File: src/rtl/in_decode_pkg.sv
// Shared definitions for the RV32I decode stage: opcodes, ALU operation
// classes and the control bundle handed to the ID/EX register.
package in_decode_pkg;

  localparam int XLEN  = 32;
  localparam int NREGS = 32;

  localparam logic [6:0] OP_R      = 7'b0110011;
  localparam logic [6:0] OP_I      = 7'b0010011;
  localparam logic [6:0] OP_LOAD   = 7'b0000011;
  localparam logic [6:0] OP_STORE  = 7'b0100011;
  localparam logic [6:0] OP_BRANCH = 7'b1100011;

  typedef enum logic [1:0] {
    ALUOP_ADD = 2'b00,
    ALUOP_SUB = 2'b01,
    ALUOP_R   = 2'b10,
    ALUOP_I   = 2'b11
  } alu_op_e;

  typedef struct packed {
    logic    reg_write;
    logic    alu_src;
    logic    mem_read;
    logic    mem_write;
    logic    mem_to_reg;
    logic    branch;
    alu_op_e alu_op;
  } ctl_t;

endpackage

File: src/rtl/in_decode_register_file.sv
// 32x32 register file: two combinational read ports, one write port and a
// synchronous reset, both taking effect on the falling clock edge.
module register_file
  import in_decode_pkg::*;
(
  input  logic            clk,
  input  logic            reset,
  input  logic            we,
  input  logic [4:0]      waddr,
  input  logic [XLEN-1:0] wdata,
  input  logic [4:0]      raddr1,
  input  logic [4:0]      raddr2,
  output logic [XLEN-1:0] rdata1,
  output logic [XLEN-1:0] rdata2
);

  logic [XLEN-1:0] regs_q [NREGS];
  logic [XLEN-1:0] regs_d [NREGS];

  always_comb begin
    regs_d = regs_q;
    if (we && (waddr != 5'd0)) begin
      regs_d[waddr] = wdata;
    end
    regs_d[0] = '0;
  end

  // Falling-edge update lets write-back land within the cycle it is issued,
  // so decode sees the new value in the second half without a bypass.
  always_ff @(negedge clk) begin
    if (reset) begin
      for (int i = 0; i < NREGS; i++) begin
        regs_q[i] <= '0;
      end
    end else begin
      regs_q <= regs_d;
    end
  end

  assign rdata1 = regs_q[raddr1];
  assign rdata2 = regs_q[raddr2];

endmodule

File: src/rtl/in_decode.sv
// RV32I instruction-decode stage: control decode, immediate generation and
// register reads. Define ID_BRANCH_TARGET_EN to add the Branch_target adder.
module in_decode
  import in_decode_pkg::*;
(
  input  logic        clk,
  input  logic        reset,
  input  logic        Ctl_RegWrite_in,
  input  logic [4:0]  WriteReg,
  input  logic [31:0] WriteData,
  input  logic [31:0] PC_in,
  input  logic [31:0] instruction_in,
  output logic [31:0] PC_out,
  output logic [31:0] Read_data1,
  output logic [31:0] Read_data2,
  output logic [31:0] Immediate,
  output logic [4:0]  Rd,
  output logic [2:0]  Funct3,
  output logic        Funct7_5,
  output logic        Ctl_RegWrite_out,
  output logic        Ctl_ALUSrc_out,
  output logic        Ctl_MemRead_out,
  output logic        Ctl_MemWrite_out,
  output logic        Ctl_MemtoReg_out,
  output logic        Ctl_Branch_out,
`ifdef ID_BRANCH_TARGET_EN
  output logic [31:0] Branch_target,
`endif
  output logic [1:0]  Ctl_ALUOp_out
);

  logic [6:0]  opcode;
  ctl_t        ctl;
  logic [31:0] imm;

  assign opcode = instruction_in[6:0];

  always_comb begin
    ctl = '0;
    imm = '0;
    // Unrecognised (or unknown) opcodes fall to the default: a bubble.
    case (opcode)
      OP_R: begin
        ctl.reg_write = 1'b1;
        ctl.alu_op    = ALUOP_R;
      end
      OP_I: begin
        ctl.reg_write = 1'b1;
        ctl.alu_src   = 1'b1;
        ctl.alu_op    = ALUOP_I;
        imm           = {{20{instruction_in[31]}}, instruction_in[31:20]};
      end
      OP_LOAD: begin
        ctl.reg_write  = 1'b1;
        ctl.alu_src    = 1'b1;
        ctl.mem_read   = 1'b1;
        ctl.mem_to_reg = 1'b1;
        ctl.alu_op     = ALUOP_ADD;
        imm            = {{20{instruction_in[31]}}, instruction_in[31:20]};
      end
      OP_STORE: begin
        ctl.alu_src   = 1'b1;
        ctl.mem_write = 1'b1;
        ctl.alu_op    = ALUOP_ADD;
        imm           = {{20{instruction_in[31]}}, instruction_in[31:25],
                         instruction_in[11:7]};
      end
      OP_BRANCH: begin
        ctl.branch = 1'b1;
        ctl.alu_op = ALUOP_SUB;
        imm        = {{19{instruction_in[31]}}, instruction_in[31], instruction_in[7],
                      instruction_in[30:25], instruction_in[11:8], 1'b0};
      end
      default: ;
    endcase
  end

  register_file u_register_file (
    .clk    (clk),
    .reset  (reset),
    .we     (Ctl_RegWrite_in),
    .waddr  (WriteReg),
    .wdata  (WriteData),
    .raddr1 (instruction_in[19:15]),
    .raddr2 (instruction_in[24:20]),
    .rdata1 (Read_data1),
    .rdata2 (Read_data2)
  );

  assign PC_out           = PC_in;
  assign Immediate        = imm;
  assign Rd               = instruction_in[11:7];
  assign Funct3           = instruction_in[14:12];
  assign Funct7_5         = instruction_in[30];
  assign Ctl_RegWrite_out = ctl.reg_write;
  assign Ctl_ALUSrc_out   = ctl.alu_src;
  assign Ctl_MemRead_out  = ctl.mem_read;
  assign Ctl_MemWrite_out = ctl.mem_write;
  assign Ctl_MemtoReg_out = ctl.mem_to_reg;
  assign Ctl_Branch_out   = ctl.branch;
  assign Ctl_ALUOp_out    = ctl.alu_op;

`ifdef ID_BRANCH_TARGET_EN
  assign Branch_target = PC_in + imm;
`endif

endmodule

File: config.mk
export PLATFORM = sky130hd
export DESIGN_NAME = in_decode
export DESIGN_NICKNAME = d
export VERILOG_FILES = /design/src/rtl/in_decode_pkg.sv /design/src/rtl/in_decode_register_file.sv /design/src/rtl/in_decode.sv
export SDC_FILE = /design/constraint.sdc
export NUM_CORES = 2
export LEC_CHECK = 0
export CAP_MARGIN = 10
export CORE_MARGIN = 4
export CORE_UTILIZATION = 40
export DETAILED_ROUTE_END_ITERATION = 10
export GPL_ROUTABILITY_DRIVEN = 1
export PLACE_DENSITY = 0.61
export SYNTH_ARGS = -nofsm -noshare
export SYNTH_HDL_FRONTEND = slang
export SYNTH_SLANG_ARGS = --single-unit
File: constraint.sdc
create_clock -name clk -period 5.7 [get_ports clk]
set_input_delay 1.71 -clock clk [delete_from_list [all_inputs] [get_ports clk]]
set_output_delay 1.71 -clock clk [all_outputs]
set_load 0.02 [all_outputs]
==> results_dict.tcl <==
set metrics [dict create \
    cts_made_buffers 110 \
    synthesis.nets 6068 \
    htree_levels 3 \
    tightest_slew_ps 983 \
    placed_area_sq_um 61000 \
    synth_cells 5964 \
    overflow 0 \
    regMostFlops "u_register_file.regs_q" \
    synthMuxAreaShare_pct 21.5 \
    grt_first_pass_wirelength_microns 319000 \
    r2r-start "u_register_file.regs_q[682]$_SDFFE_NP0P_" \
    power_mw 19.6 \
    area_delta_synth_final_pct 36.7 \
    whs_path_depth 2 \
    syn_area_sq_um 51100 \
    rrSetupSlack_ps 4960 \
    antenna_found_initial 1 \
    synth_top_family_by_area "multiplexers" \
    drt_iter0_drc 7342 \
    num_vias 53600 \
    cts_tree "yes" \
    synth_fa_ha_area_share_pct 0 \
    gp_congestion 0.906 \
    start_util_pct 40.5 \
    firstDrtPassIters 10 \
    crit_path_max_fanout 2 \
    violations "DRC, setup timing" \
    largestRegisters "u_register_file.regs_q (992)" \
    worstReg2RegEnd "u_register_file.regs_q[682]$_SDFFE_NP0P_" \
    clk_pin_slew_ps 30 \
    setup_viol 83 \
    dp_slack_ps -1310 \
    min_from "u_register_file.regs_q[284]$_SDFFE_NP0P_" \
    nFillCells 11000 \
    ys_seq_area_share_pct 38.9 \
    ir_drop_uv 268 \
    cp-end-kind "output pin" \
    report.final.slew_viol_count 0 \
    ys_types 36 \
    path_class "flip-flop to output pin" \
    final_cell_area_sq_um 69800 \
    clk_path_buf_depth 3 \
    synth_compound_area_share_pct 16.4 \
    routed_wl_microns 220000 \
    io_buffers 178 \
    grt_max_degree 86 \
    root_buffer "clkbuf_16" \
    grt_pass1_vias 53800 \
    rsz0062_at_grt "yes" \
    fin_nets 7353 \
    power_density_nw_per_um2 280 \
    largest_reg_flops 992 \
    clock-sinks 992 \
    dieWidth_microns 365 \
    die_h_microns 365 \
    finClkSkew_ps 0 \
    crit_required_ps 3990 \
    status "complete, but fails checks" \
    core_sq_um 126000 \
    synth-seq-cells 992 \
    leakage_nw 28.0 \
    hold_violations 0 \
    final_util_pct 55.3 \
    yosys.area_share.simple_pct 17.1 \
    hold_path_end "u_register_file.regs_q[284]$_SDFFE_NP0P_" \
    syn_avg_cell_area_sq_um 8.56 \
    antenna_violating_nets_post_route 0 \
    ios 249 \
    clk_latency_ps 720 \
    reg2regPathDepth 2 \
    start_kind "flip-flop" \
    place_hpwl_microns 132000 \
    num_rows 130 \
    wl_per_cell_microns 24.5 \
    crit_arrival_ps 5320 \
    slew_headroom_pct 34.4 \
    avgViaCountPerCell 5.97 \
    drive_gt1_share_pct 23.8 \
    die_area_sq_um 133000 \
    drc 2 \
    yosys_warnings 0 \
    hp-class "flip-flop to flip-flop" \
    grtUsageTotal_pct 31.5 \
    max_cap_viol_count 0 \
    synthXorXnorAreaFrac_pct 0 \
    fin_ws_ps -1330 \
]
## final cells by class
type	instances	area, sq um	area share [%]
clock inverters	1078	4770	6.83
multi-input cells	4296	29800	42.6
well taps	1650	2060	2.96
inverters	3	11.3	0.0161
diodes	2	5.00	0.00717
repair buffers	854	10400	14.9
flip-flops and latches	992	20000	28.7
clock buffers	112	2800	4.01
## worst max-delay path, cell delays in order, from the launching register on
cell and delay [ps]:
dfxtp_1 310, buf_4 130, mux4_2 450, a22o_1 230, o21ai_2 240, buf_6 160, o31ai_4 60, buf_6 150
## per-stage QoR
stage,cells,hold WS [ps],TNS [ps]
after floorplan,5964,442,-23530
after global placement,7771,447,-707020
after global routing,8985,474,-77110
after detailed placement,7771,456,-720330
after CTS,8961,455,-74530
final,8987,457,-74760
## cells in the mapped netlist
cell | n | area (sq um)
nand2_1 | 2083 | 7820
a21oi_1 | 997 | 4990
dfxtp_1 | 992 | 19900
clkbuf_1 | 436 | 1640
mux4_2 | 384 | 8650
a22o_1 | 194 | 1700
mux2i_1 | 164 | 1640
buf_2 | 115 | 576
buf_4 | 91 | 683
a211oi_1 | 64 | 480
o22ai_1 | 64 | 400
o31ai_1 | 64 | 480
o21ai_1 | 63 | 315
mux2_2 | 62 | 698
and2_1 | 37 | 231
nor2_1 | 37 | 139
and3_1 | 35 | 219
buf_1 | 17 | 63.8
buf_6 | 13 | 146
nor2b_1 | 12 | 75.1
and3b_1 | 5 | 43.8
nand2b_1 | 5 | 31.3
nand3b_1 | 5 | 37.5
nand3_1 | 4 | 20.0
nor3b_1 | 4 | 30.0
inv_1 | 3 | 11.3
or3b_2 | 3 | 26.3
nor3_1 | 2 | 10.0
or2_2 | 2 | 12.5
and2_0 | 1 | 6.26
and2b_1 | 1 | 7.51
inv_2 | 1 | 3.75
nand4bb_1 | 1 | 11.3
nor4_1 | 1 | 6.26
o21ai_0 | 1 | 5.00
or3b_1 | 1 | 8.76
## worst max path at each step
stage	from	endpoint	cells after the start
finish	u_register_file.regs_q[285]$_SDFFE_NP0P_	Read_data2[29]	7
global route	u_register_file.regs_q[29]$_SDFFE_NP0P_	Read_data1[29]	5
CTS	u_register_file.regs_q[29]$_SDFFE_NP0P_	Read_data2[29]	7
detailed placement	u_register_file.regs_q[253]$_SDFFE_NP0P_	Read_data1[29]	6
global placement	u_register_file.regs_q[93]$_SDFFE_NP0P_	Read_data1[29]	6
floorplan	u_register_file.regs_q[88]$_SDFFE_NP0P_	Read_data1[24]	4
## timing repair
item | 4_1_cts | 5_1_grt
setup endpoints to repair | 296 | 192
hold buffers | 0 | 0
hold endpoints to repair | 0 | 0
resized for setup | 493 | 118
gates cloned | 1 | 10
buffers inserted | 2 | 14
pin swaps | 131 | 62
## power breakdown
group	switching, mW	internal, mW	leakage (nW)	total (mW)
combinational	1.09	0.714	12.8	1.80
clock	5.10	5.57	7.19	10.7
sequential	0.0386	7.04	8.07	7.08
## layer usage
metal | up-vias | part of all wire (%) | wire length [microns] | GRT usage, %
met4 | 2 | 5.5 | 12100 | 18.8
li1 | 23400 | - | - | -
met5 | - | 0.024 | 53 | 0
met2 | 3658 | 46 | 100000 | 48.7
met1 | 25800 | 37 | 81000 | 38.8
met3 | 770 | 12 | 26700 | 9.68
## placed cells by master (no fill, tap or decap), types with 4 or more instances in the layout
master and instances:
buf_4 379, a21oi_1 975, nand3_1 4, nor3b_2 4
o31ai_4 59, bufinv_16 24, a211oi_2 7, nor2b_4 5
nand3b_1 5, a21oi_2 22, and2_2 5, clkdlybuf4s50_1 99
o21ai_2 48, dfxtp_1 853, and2_1 32, inv_1 1020
mux2i_1 164, nor2_1 7, nor2_4 30, clkbuf_16 122
buf_12 243, o22ai_1 64, mux2_2 62, nand2_2 25
and3_1 35, dfxtp_2 139, buf_6 110, o31ai_2 5
clkinvlp_2 27, a22o_1 193, o21ai_4 13, mux4_2 384
and3b_1 5, nor2b_1 7, nand2_1 2057, buf_8 5
a211oi_1 57
## logic make-up (layout without fill, tap and decap cells)
family	count (synthesis)	in the layout
other cells	0	2
flops	992	992
mux	610	610
buf+inv	676	2047
compound gates	1447	1447
simple gates	2239	2239
Note: power is estimated with default switching activity, not from simulation.
